[config.mk]
export PLATFORM = sky130hd
export DESIGN_NAME = operand_entry_ctrl
export DESIGN_NICKNAME = d
export VERILOG_FILES = /design/src/rtl/entry_pkg.sv /design/src/rtl/key_debounce.sv /design/src/rtl/operand_entry_ctrl.sv
export SDC_FILE = /design/constraint.sdc
export NUM_CORES = 1
export LEC_CHECK = 0
export CORE_MARGIN = 1.5
export CORE_UTILIZATION = 39
export DETAILED_ROUTE_END_ITERATION = 6
export PLACE_DENSITY = 0.84
export SYNTH_ARGS = -nofsm -noshare
export SYNTH_HDL_FRONTEND = slang
export SYNTH_SLANG_ARGS = --single-unit
[constraint.sdc]
create_clock -name CLOCK_50 -period 1.06 [get_ports CLOCK_50]
set_input_delay 0.106 -clock CLOCK_50 [delete_from_list [all_inputs] [get_ports CLOCK_50]]
set_output_delay 0.106 -clock CLOCK_50 [all_outputs]
set_load 0.02 [all_outputs]
[src/rtl/entry_pkg.sv]
// entry_pkg: shared types and constants for the operand entry front end.
//   state_e        : capture/handshake FSM states
//   MODE_*         : unit-select encodings carried on the mode output
//   DATA_W_DEFAULT : default operand width
package entry_pkg;

  localparam int unsigned DATA_W_DEFAULT = 4;

  localparam logic [1:0] MODE_ARITH0 = 2'd0;
  localparam logic [1:0] MODE_ARITH1 = 2'd1;
  localparam logic [1:0] MODE_LOGIC  = 2'd2;
  localparam logic [1:0] MODE_COMP   = 2'd3;

  typedef enum logic {
    IDLE = 1'b0,
    SEND = 1'b1
  } state_e;

endpackage

[src/rtl/key_debounce.sv]
// key_debounce: synchronizes one raw active-low push-button, filters bounce
// and emits a registered one-cycle pulse when the accepted level falls.
// Build option: OPERAND_ENTRY_DEBOUNCE_EN enables the counter filter; when
// undefined the synchronizer output is taken as the accepted level.
// Ports:
//   clk   : clock
//   rst_n : asynchronous active-low reset
//   key   : raw button level (0 = pressed), asynchronous to clk
//   press : one-cycle pulse on an accepted 1->0 transition
module key_debounce #(
  parameter int unsigned DEBOUNCE_CYCLES = 500000
) (
  input  logic clk,
  input  logic rst_n,
  input  logic key,
  output logic press
);

  logic sync1_q;
  logic sync2_q;
  logic level;
  logic level_prev_q;

  // Two-flop synchronizer, idles at the released level.
  always_ff @(posedge clk or negedge rst_n) begin
    if (!rst_n) begin
      sync1_q <= 1'b1;
      sync2_q <= 1'b1;
    end else begin
      sync1_q <= key;
      sync2_q <= sync1_q;
    end
  end

`ifdef OPERAND_ENTRY_DEBOUNCE_EN
  localparam int unsigned CNT_W = (DEBOUNCE_CYCLES > 2) ? $clog2(DEBOUNCE_CYCLES) : 1;
  localparam logic [CNT_W-1:0] CNT_LAST = CNT_W'(DEBOUNCE_CYCLES - 1);

  logic [CNT_W-1:0] cnt_q;
  logic             acc_q;

  // Any sample matching the accepted level restarts the stability count.
  always_ff @(posedge clk or negedge rst_n) begin
    if (!rst_n) begin
      acc_q <= 1'b1;
      cnt_q <= '0;
    end else if (sync2_q == acc_q) begin
      cnt_q <= '0;
    end else if (cnt_q == CNT_LAST) begin
      acc_q <= ~acc_q;
      cnt_q <= '0;
    end else begin
      cnt_q <= cnt_q + 1'b1;
    end
  end

  assign level = acc_q;
`else
  assign level = sync2_q;

  // Filter depth has no meaning without the counter; the parameter stays
  // in the interface so both builds instantiate identically.
  if (DEBOUNCE_CYCLES == 0) begin : g_no_filter
  end
`endif

  // Registered falling-edge detect.
  always_ff @(posedge clk or negedge rst_n) begin
    if (!rst_n) begin
      level_prev_q <= 1'b1;
      press        <= 1'b0;
    end else begin
      level_prev_q <= level;
      press        <= level_prev_q & ~level;
    end
  end

endmodule

[src/rtl/operand_entry_ctrl.sv]
// operand_entry_ctrl: push-button/switch front end for the mini-CPU datapath.
// KEY[0] press latches operands and function from SW, KEY[1] press steps the
// unit-select mode; the captured operation is offered via valid/ready.
// Build option: OPERAND_ENTRY_DEBOUNCE_EN (passed to key_debounce) enables
// the debounce counters; undefined, keys are only synchronized.
// Ports:
//   CLOCK_50 : clock
//   RESET_N  : asynchronous active-low reset
//   KEY[1:0] : raw active-low buttons (0: capture, 1: mode step)
//   SW[9:0]  : SW[9:8] func, SW[7:4] operand A, SW[3:0] operand B
//   ready    : downstream accepts the pending operation
//   op_a/op_b: captured operands
//   func     : captured function select
//   mode     : unit select captured with the operands
//   valid    : operation pending
//   overrun  : sticky, a capture press arrived while busy
module operand_entry_ctrl
  import entry_pkg::*;
#(
  parameter int unsigned DEBOUNCE_CYCLES = 500000,
  parameter int unsigned DATA_W          = DATA_W_DEFAULT
) (
  input  logic              CLOCK_50,
  input  logic              RESET_N,
  input  logic [1:0]        KEY,
  input  logic [9:0]        SW,
  input  logic              ready,
  output logic [DATA_W-1:0] op_a,
  output logic [DATA_W-1:0] op_b,
  output logic [1:0]        func,
  output logic [1:0]        mode,
  output logic              valid,
  output logic              overrun
);

  state_e     state_q;
  state_e     state_d;
  logic       press0;
  logic       press1;
  logic       capture_c;
  logic       drop_c;
  logic [1:0] mode_live_q;

  key_debounce #(.DEBOUNCE_CYCLES(DEBOUNCE_CYCLES)) u_key0 (
    .clk   (CLOCK_50),
    .rst_n (RESET_N),
    .key   (KEY[0]),
    .press (press0)
  );

  key_debounce #(.DEBOUNCE_CYCLES(DEBOUNCE_CYCLES)) u_key1 (
    .clk   (CLOCK_50),
    .rst_n (RESET_N),
    .key   (KEY[1]),
    .press (press1)
  );

  // State register.
  always_ff @(posedge CLOCK_50 or negedge RESET_N) begin
    if (!RESET_N) begin
      state_q <= IDLE;
    end else begin
      state_q <= state_d;
    end
  end

  // Next state and capture/drop decisions.
  always_comb begin
    state_d   = state_q;
    capture_c = 1'b0;
    drop_c    = 1'b0;
    unique case (state_q)
      IDLE: begin
        if (press0) begin
          capture_c = 1'b1;
          state_d   = SEND;
        end
      end
      SEND: begin
        drop_c = press0;
        if (ready) begin
          state_d = IDLE;
        end
      end
      default: state_d = IDLE;
    endcase
  end

  // Capture registers, live mode counter and status flags. The capture
  // reads mode_live_q before any same-cycle increment lands.
  always_ff @(posedge CLOCK_50 or negedge RESET_N) begin
    if (!RESET_N) begin
      op_a        <= '0;
      op_b        <= '0;
      func        <= 2'd0;
      mode        <= MODE_ARITH0;
      mode_live_q <= MODE_ARITH0;
      valid       <= 1'b0;
      overrun     <= 1'b0;
    end else begin
      if (capture_c) begin
        op_a <= DATA_W'(SW[7:4]);
        op_b <= DATA_W'(SW[3:0]);
        func <= SW[9:8];
        mode <= mode_live_q;
      end
      if (press1 && (state_q == IDLE)) begin
        mode_live_q <= mode_live_q + 2'd1;
      end
      valid <= (state_d == SEND);
      if (capture_c) begin
        overrun <= 1'b0;
      end else if (drop_c) begin
        overrun <= 1'b1;
      end
    end
  end

endmodule

# After elaboration in Yosys (flattened, before gate mapping)
# Index checks and enable logic that the tools add are counted.
# totals
mem_count	0
word_cells	30
ramBits	0
regBits	24
latch_bits	0
input_bits	15
output_inout_bits	14
romBits	0
# op_classes
mux	7
shift	0
eq_ne	0
multipliers	0
order_cmp	0
add_sub_neg	1
n_div	0
n_bitwise	5
reduce_logical	2
# op_table
cell	count
$mux 1	6
$not 1->1	3
$add 2x1->2 const B	1
$and 1x1->1	2
$pmux 1 s2	1
$reduce_bool 2->1	1
$logic_and 1x1->1	1

# Longest topological paths before layout
# Gate-level depths: netlist of run 1.
# logic_depth
word_depth	3
ltp_mapped	3
mapped_depth_nobuf	2

# Modules after synthesis
# From an unflattened synthesis of run 1, not the netlist that was laid out.
# unflattened
hier_cells	47
hier_area_um2	884.6
# by_module_without_submodules
module	area_per_inst_um2	instances	cells_each	seq_area_each_um2
operand_entry_ctrl	649.4	1	37	400.4
key_debounce	117.6	2	5	103.8

# Worst setup path before layout of run 1
# Ideal clock, no wire load.
# synth_timing
kind	flip-flop to flip-flop
from	register valid (netlist name)
to	register func[0]
setup_slack_ns	-0.200
path_stages_with_launch	4
arrival_time_ns	1.135
required_ns	0.935
period_less_slack_ns	1.260
cell_sequence	dfrtp_1 > nor2b_4 > buf_6 > mux2_4
# synth_lines
item	line_no	text
to (signal assigned)	operand_entry_ctrl.sv:104	func <= SW[9:8];
to (decl)	operand_entry_ctrl.sv:30	output logic [1:0] func,

==> impl_metrics.py, run 1 <==
metrics = {
    "run_status": {
        "outcome": "complete, but fails checks",
        "violations": "negative setup slack",
    },
    "worst_hold_path": {
        "hp-class": "in -> async",
    },
    "run": {
        "maxCapViolCount": 0,
    },
    "final_layout": {
        "diodes": 0,
        "fin_nets": 101,
        "fillers": 167,
        "postLayoutCellArea_mm2": 0.00122,
        "area_growth_syn_to_layout_pct": 40.4,
        "drive_above_1_share": 0.541,
        "stdcell_count": 112,
    },
    "worst_setup_path": {
        "reg2regPathDepth": 3,
        "cp_slowest_cell": "dfrtp_2",
        "worst-setup-path-type": "reg -> reg",
        "critPathMaxStageDelay_ps": 450,
        "reg2reg_slack_ps": -110,
        "crit_arrival_ps": 1360,
        "r2r-end": "mode[0]",
        "endpoint_kind": "register",
        "cp-start-kind": "register",
        "path_cells": "nor2b_4 > buf_12 > mux2_4",
        "r2r-start": "valid",
        "cp.required_ps": 1260,
        "critPathMaxFanout": 10,
    },
    "clock_tree": {
        "cts_buffers": 3,
        "cts_root_buf": "clkbuf_4",
        "cts.sinks": 24,
        "clockBufferDepth": 2,
        "hold_buffers": 0,
        "clk_pin_slew_worst_paths_ps": 120,
        "cts_tree": "yes",
        "cts.htree.levels": 1,
        "clkLatencyLatePin_ps": 300,
    },
    "route": {
        "vias_per_cell": 4.45,
        "vias": 498,
        "drt_iter0_drc": 3,
        "drc": 0,
        "dr.pass1.iters": 4,
        "routedWlPerCell_um": 13.8,
        "antenna_left": 0,
        "finalWirelength_mm": 1.55,
    },
    "place": {
        "port_buffers": 28,
        "dp.cells": 105,
        "place.gp.congestion": 0.772,
        "dpl_cell_area_mm2": 0.00123,
        "post-dp-hpwl_mm": 1.12,
    },
    "logic_synthesis": {
        "synth_area_leader_cell": "dfrtp_1",
        "synth_area_um2": 870,
        "synth_top_area_share": 0.518,
        "synth_area_per_cell_um2": 18.5,
        "ys_seq_area_frac": 0.699,
        "yosysMostFrequentCell": "dfrtp_1",
        "synth_edf_count": 0,
        "ys_ff_latch": 24,
        "ys_async_sr_fraction": 1.00,
        "synthCells": 47,
        "synth-main-ff-cell": "dfrtp_1",
        "yosysWarningCount": 0,
        "ys_types": 12,
        "synth_area_leaders": "dfrtp_1 (52%), dfstp_2 (18%), mux2_4 (17%)",
        "syn_nets": 62,
        "synth_common_cells": "dfrtp_1 (18), mux2_4 (10), dfstp_2 (6)",
    },
    "timing": {
        "fmaxAchievable_mhz": 855,
        "tns_ps": -1120,
        "finClkSkew_ps": 8.27,
        "rsz0062_at_grt": "yes",
        "max_slew_margin": 0.907,
        "min_period_ps": 1170,
        "hold_slack_ps": 157,
        "setup_viol": 12,
        "hold_violations": 0,
        "fin_crit_sh": 1.10,
        "fin_ws_ps": -109,
        "tightestPinTransition_ps": 140,
        "slew_violations": 0,
    },
    "floorplanning": {
        "io_pins": 29,
        "initial_core_util": 0.430,
        "dieArea_mm2": 0.00252,
        "rows": 16,
        "fp.coreArea_mm2": 0.00202,
        "fp.dieH_um": 50.2,
        "die_w_um": 50.2,
    },
    "power_and_ir_drop": {
        "combPwrFrac": 0.366,
        "internal_power_mw": 1.93,
        "ir_drop_mv": 1.22,
        "pwr-share-seq": 0.472,
        "swShare": 0.315,
        "power.total_mw": 2.82,
        "p_leak_nw": 0.558,
        "p_per_area_mw_per_mm2": 2310,
        "p_clk_frac": 0.162,
        "p_sw_uw": 888,
    },
    "global_routing": {
        "grt_max_degree": 25,
        "track_usage": 0.145,
        "antenna_found_initial": 0,
        "grt_pass1_wl_mm": 2.66,
        "grt_overflow": 0,
        "grt_pass1_vias": 551,
    },
}
## critical path, delay by kind of cell, from the launching register on
kind,cells,cell delay [ps]
multiplexers,1,300
flip-flops,1,450
AND/OR/NAND/NOR,1,160
buffers and inverters,1,160
## cells by family (layout without fill, tap and decap cells)
family | count (synthesis) | in the layout | share of synthesized area
AND/OR/NAND/NOR | 6 | 6 | 0.0504
flip-flops | 24 | 24 | 0.699
multiplexers | 13 | 13 | 0.212
AO/OA/AOI/OAI | 1 | 1 | 0.00575
XOR/XNOR | 2 | 2 | 0.0201
buffers and inverters | 1 | 39 | 0.0129
## layout by cell type (no fill, tap or decap), types with 2 or more instances in the layout
| master | count |
|---|---|
| dfrtp_1 | 17 |
| clkdlybuf4s50_1 | 14 |
| buf_2 | 14 |
| mux2_4 | 11 |
| dfstp_2 | 6 |
| buf_4 | 5 |
| clkbuf_4 | 3 |
| nor2b_1 | 2 |
| mux2_2 | 2 |
| xnor2_1 | 2 |
| buf_12 | 2 |
## worst max-delay path by stage
stage                from  endpoint  slack, ps  cells after the start
floorplan           valid   func[0]       -150                      3
global placement    valid   op_a[0]       -100                      3
detailed placement  valid   mode[0]       -130                      3
CTS                 valid   mode[0]       -130                      3
global route        valid   op_b[3]       -150                      3
finish              valid   mode[0]       -110                      3
## state kept, by name, summed over array words and instances, names as in the netlist, 2 cells and up
name         cells
mode_live_q      2
func             2
op_b             4
mode             2
op_a             4
## repair_timing
item                                   CTS  global route
gates cloned                             0             0
gates resized for setup                 56             1
setup endpoints to repair               26            14
endpoints found under the hold margin    0             0
buffers inserted                         2             1
## layout make-up
type                       count  area, um2  area share
sequential                    24        609       0.499
timing repair buffer          35        288       0.236
multi-input combinational     22        254       0.208
clock buffer                   4       36.3      0.0297
tap                           27       33.8      0.0277
## stage by stage
stage,worst slack [ps],util
after global routing,-153,0.604
after global placement,-99.8,0.608
after detailed placement,-126,0.608
after CTS,-129,0.598
final,-109,0.604
after floorplan,-148,-
## layer usage
metal  part of all wire  up-vias  wire length, um  global-route usage
met3              0.045        2               70              0.0298
met5                  0        -                0                   0
met2               0.52       16              801               0.248
li1                   -      232                -                   -
met1               0.42      248              657               0.167
met4              0.014        0               21              0.0833
## power groups by stage
| stage | Combinational [mW] | Clock [mW] | Sequential [mW] |
|---|---|---|---|
| after floorplan | 0.351 | 0 | 1.59 |
| after global placement | 1.14 | 0 | 1.35 |
| after detailed placement | 1.17 | 0 | 1.37 |
| after CTS | 1.03 | 0.485 | 1.33 |
| after global routing | 1.09 | 0.529 | 1.37 |
| final | 1.03 | 0.457 | 1.33 |
Power figures use the tool's default switching activity.
==> run 2, diff against run 1 <==
- CORE_MARGIN: 1.5 -> 2
- HOLD_SLACK_MARGIN: unset -> 0.02
- PLACE_DENSITY: 0.84 -> 0.83
- SYNTH_HIERARCHICAL: unset -> 1
==> run 2 against run 1 <==
  * The flow still finishes with violations (negative setup slack)
  * Via count increased by 1.0%
  * Cell count unchanged
  * Area after synthesis increased by 1.7%
  * Sequential share of layout area decreased by 1.3 points
  * Die area increased by 5.7%
  * Clock power increased by 41%
  * Non-clock buffer count decreased by 1
  * Power increased by 6.0%
  * Count of clock-buffer cells in the layout decreased by 1
  * First-iteration DRC count decreased by 67%
  * Combinational power about the same
  * Final area increased by 2.7%
  * Highest routed layer unchanged
==> impl_metrics.py, run 2 <==
metrics = {
    "run_status": {
        "outcome": "complete, but fails checks",
        "violations": "negative setup slack",
    },
    "global_routing": {
        "track_usage": 0.123,
        "grt_pass1_wl_mm": 2.39,
        "grt_overflow": 0,
        "grt_pass1_vias": 534,
        "grt_max_degree": 25,
        "antenna_found_initial": 0,
    },
    "worst_setup_path": {
        "cp.required_ps": 1260,
        "cp_slowest_cell": "dfrtp_2",
        "reg2reg_slack_ps": -110,
        "crit_family": "flip-flops",
        "endpoint_kind": "register",
        "critPathMaxFanout": 9,
        "crit_arrival_ps": 1370,
        "worst-setup-path-type": "reg -> reg",
        "critPathMaxStageDelay_ps": 460,
        "cp-start-kind": "register",
        "critical_path_buf_inv_count": 1,
        "path_cells": "nor2b_4 > buf_12 > mux2_4",
    },
    "power_and_ir_drop": {
        "p_leak_nw": 0.575,
        "p_per_area_mw_per_mm2": 2380,
        "ir_drop_mv": 1.32,
    },
    "floorplanning": {
        "die_w_um": 51.6,
        "rows": 17,
        "initial_core_util": 0.408,
        "dieArea_mm2": 0.00267,
        "fp.dieH_um": 51.6,
        "fp.coreArea_mm2": 0.00217,
        "io_pins": 29,
    },
    "timing": {
        "fin_ws_ps": -111,
        "min_period_ps": 1170,
        "hold_violations": 0,
        "setup_viol": 12,
        "hold_slack_ps": 115,
        "fin_crit_sh": 1.10,
        "max_slew_margin": 0.911,
        "rsz0062_at_grt": "yes",
        "finClkSkew_ps": 10.5,
        "tightestPinTransition_ps": 134,
        "fmaxAchievable_mhz": 854,
        "slew_violations": 0,
    },
    "logic_synthesis": {
        "ys_ff_latch": 24,
        "synth_top_area_share": 0.509,
        "synth_common_cells": "dfrtp_1 (18), mux2_4 (10), dfstp_2 (6)",
        "synth_area_per_cell_um2": 18.8,
        "ys_async_sr_fraction": 1.00,
        "synth_area_leader_cell": "dfrtp_1",
        "synth_edf_count": 0,
        "synth_area_leaders": "dfrtp_1 (51%), dfstp_2 (18%), mux2_4 (17%)",
        "syn_nets": 62,
        "synthCells": 47,
        "ys_seq_area_frac": 0.687,
        "yosysWarningCount": 6,
        "yosysMostFrequentCell": "dfrtp_1",
        "synth_area_um2": 885,
        "synth-main-ff-cell": "dfrtp_1",
        "ys_types": 11,
    },
    "route": {
        "vias": 503,
        "vias_per_cell": 4.49,
        "finalWirelength_mm": 1.46,
        "dr_wl_met3_um": 57,
        "wl_met2_um": 811,
        "antenna_left": 0,
        "drt_iter0_drc": 1,
        "dr.pass1.iters": 2,
        "m1WireLength_um": 588,
        "top_layer_used": "met4",
        "drc": 0,
        "routedWlPerCell_um": 13.1,
    },
    "clock_tree": {
        "cts.htree.levels": 1,
        "hold_buffers": 0,
        "cts_tree": "yes",
        "cts_root_buf": "clkbuf_4",
        "cts.sinks": 24,
        "clkLatencyLatePin_ps": 310,
        "clk_pin_slew_worst_paths_ps": 130,
        "clockBufferDepth": 2,
        "cts_buffers": 3,
    },
    "place": {
        "place.gp.congestion": 0.693,
        "port_buffers": 28,
        "dpl_cell_area_mm2": 0.00124,
        "pre_cts_ws_ps": -132,
    },
    "worst_hold_path": {
        "hp-class": "in -> async",
    },
    "final_layout": {
        "area_growth_syn_to_layout_pct": 41.7,
        "postLayoutCellArea_mm2": 0.00125,
        "diodes": 0,
        "fin_nets": 100,
        "reg_top3": "op_a x4, op_b x4",
        "drive_above_1_share": 0.560,
        "fillers": 200,
        "final_common_cell": "dfrtp_1",
        "final_cell_mix": "dfrtp_1 (17), clkdlybuf4s50_1 (14), buf_2 (14), mux2_4 (12), dfstp_2 (6)",
    },
    "run": {
        "maxCapViolCount": 0,
    },
}
-- run 2: per-stage QoR --
step	utilization	std cells	TNS (ps)	power, mW
6_report	0.578	112	-1180	2.99
5_1_grt	0.578	112	-1520	3.13
4_1_cts	0.580	112	-1370	3.03
3_3_place_gp	0.574	106	-1140	2.49
2_1_floorplan	-	47	-1540	1.96
3_5_place_dp	0.574	106	-1380	2.53
-- run 2: per-layer routing --
| metal | up-vias | GRT usage |
|---|---|---|
| li1 | 231 | - |
| met1 | 258 | 0.158 |
| met2 | 12 | 0.209 |
| met3 | 2 | 0.0172 |
| met4 | 0 | 0.0526 |
| met5 | - | 0 |
-- run 2: worst paths after layout --
path	from	to	cells after the start
worst max register to register	valid	mode[0]	3
worst min-delay path	RESET_N	op_a[1]	2
min in group CLOCK_50	KEY[1]	u_key1/sync1_q	1
max in group asynchronous	RESET_N	u_key0/level	2
worst max-delay path	valid	mode[0]	3
worst min register to register	u_key1/sync1_q	u_key1/level	0
-- run 2: what timing repair did --
item / 4_1_cts / 5_1_grt
setup buffers: 2 / 0
gates resized for setup: 57 / 2
endpoints found under the setup margin: 26 / 13
-- run 2: kinds of logic (layout without fill, tap and decap cells) --
family,count (synthesis),count (layout),share of synthesized area
DFF,24,24,0.687
muxes,13,13,0.208
and+or+nand+nor,6,6,0.0665
xor gates and xnor gates,2,2,0.0198
AOI/OAI and AO/OA,1,1,0.00565
buffers and inverters,1,38,0.0127
-- run 2: cell type report --
cell class | instances | area, um2 | share of cell area
Timing Repair Buffer | 34 | 284 | 0.227
Tap cell | 28 | 35.0 | 0.0279
Multi-Input combinational cell | 22 | 273 | 0.218
Sequential cell | 24 | 609 | 0.486
Clock buffer | 3 | 22.5 | 0.0180
Clock inverter | 1 | 30.0 | 0.0240
-- run 2: power breakdown --
group / switching, mW / total, mW / leakage [nW] / internal [mW]
Sequential: 0.157 / 1.34 / 0.276 / 1.18
Combinational: 0.470 / 1.01 / 0.270 / 0.536
Clock: 0.264 / 0.646 / 0.0279 / 0.382
Total: 0.891 / 2.99 / 0.575 / 2.10
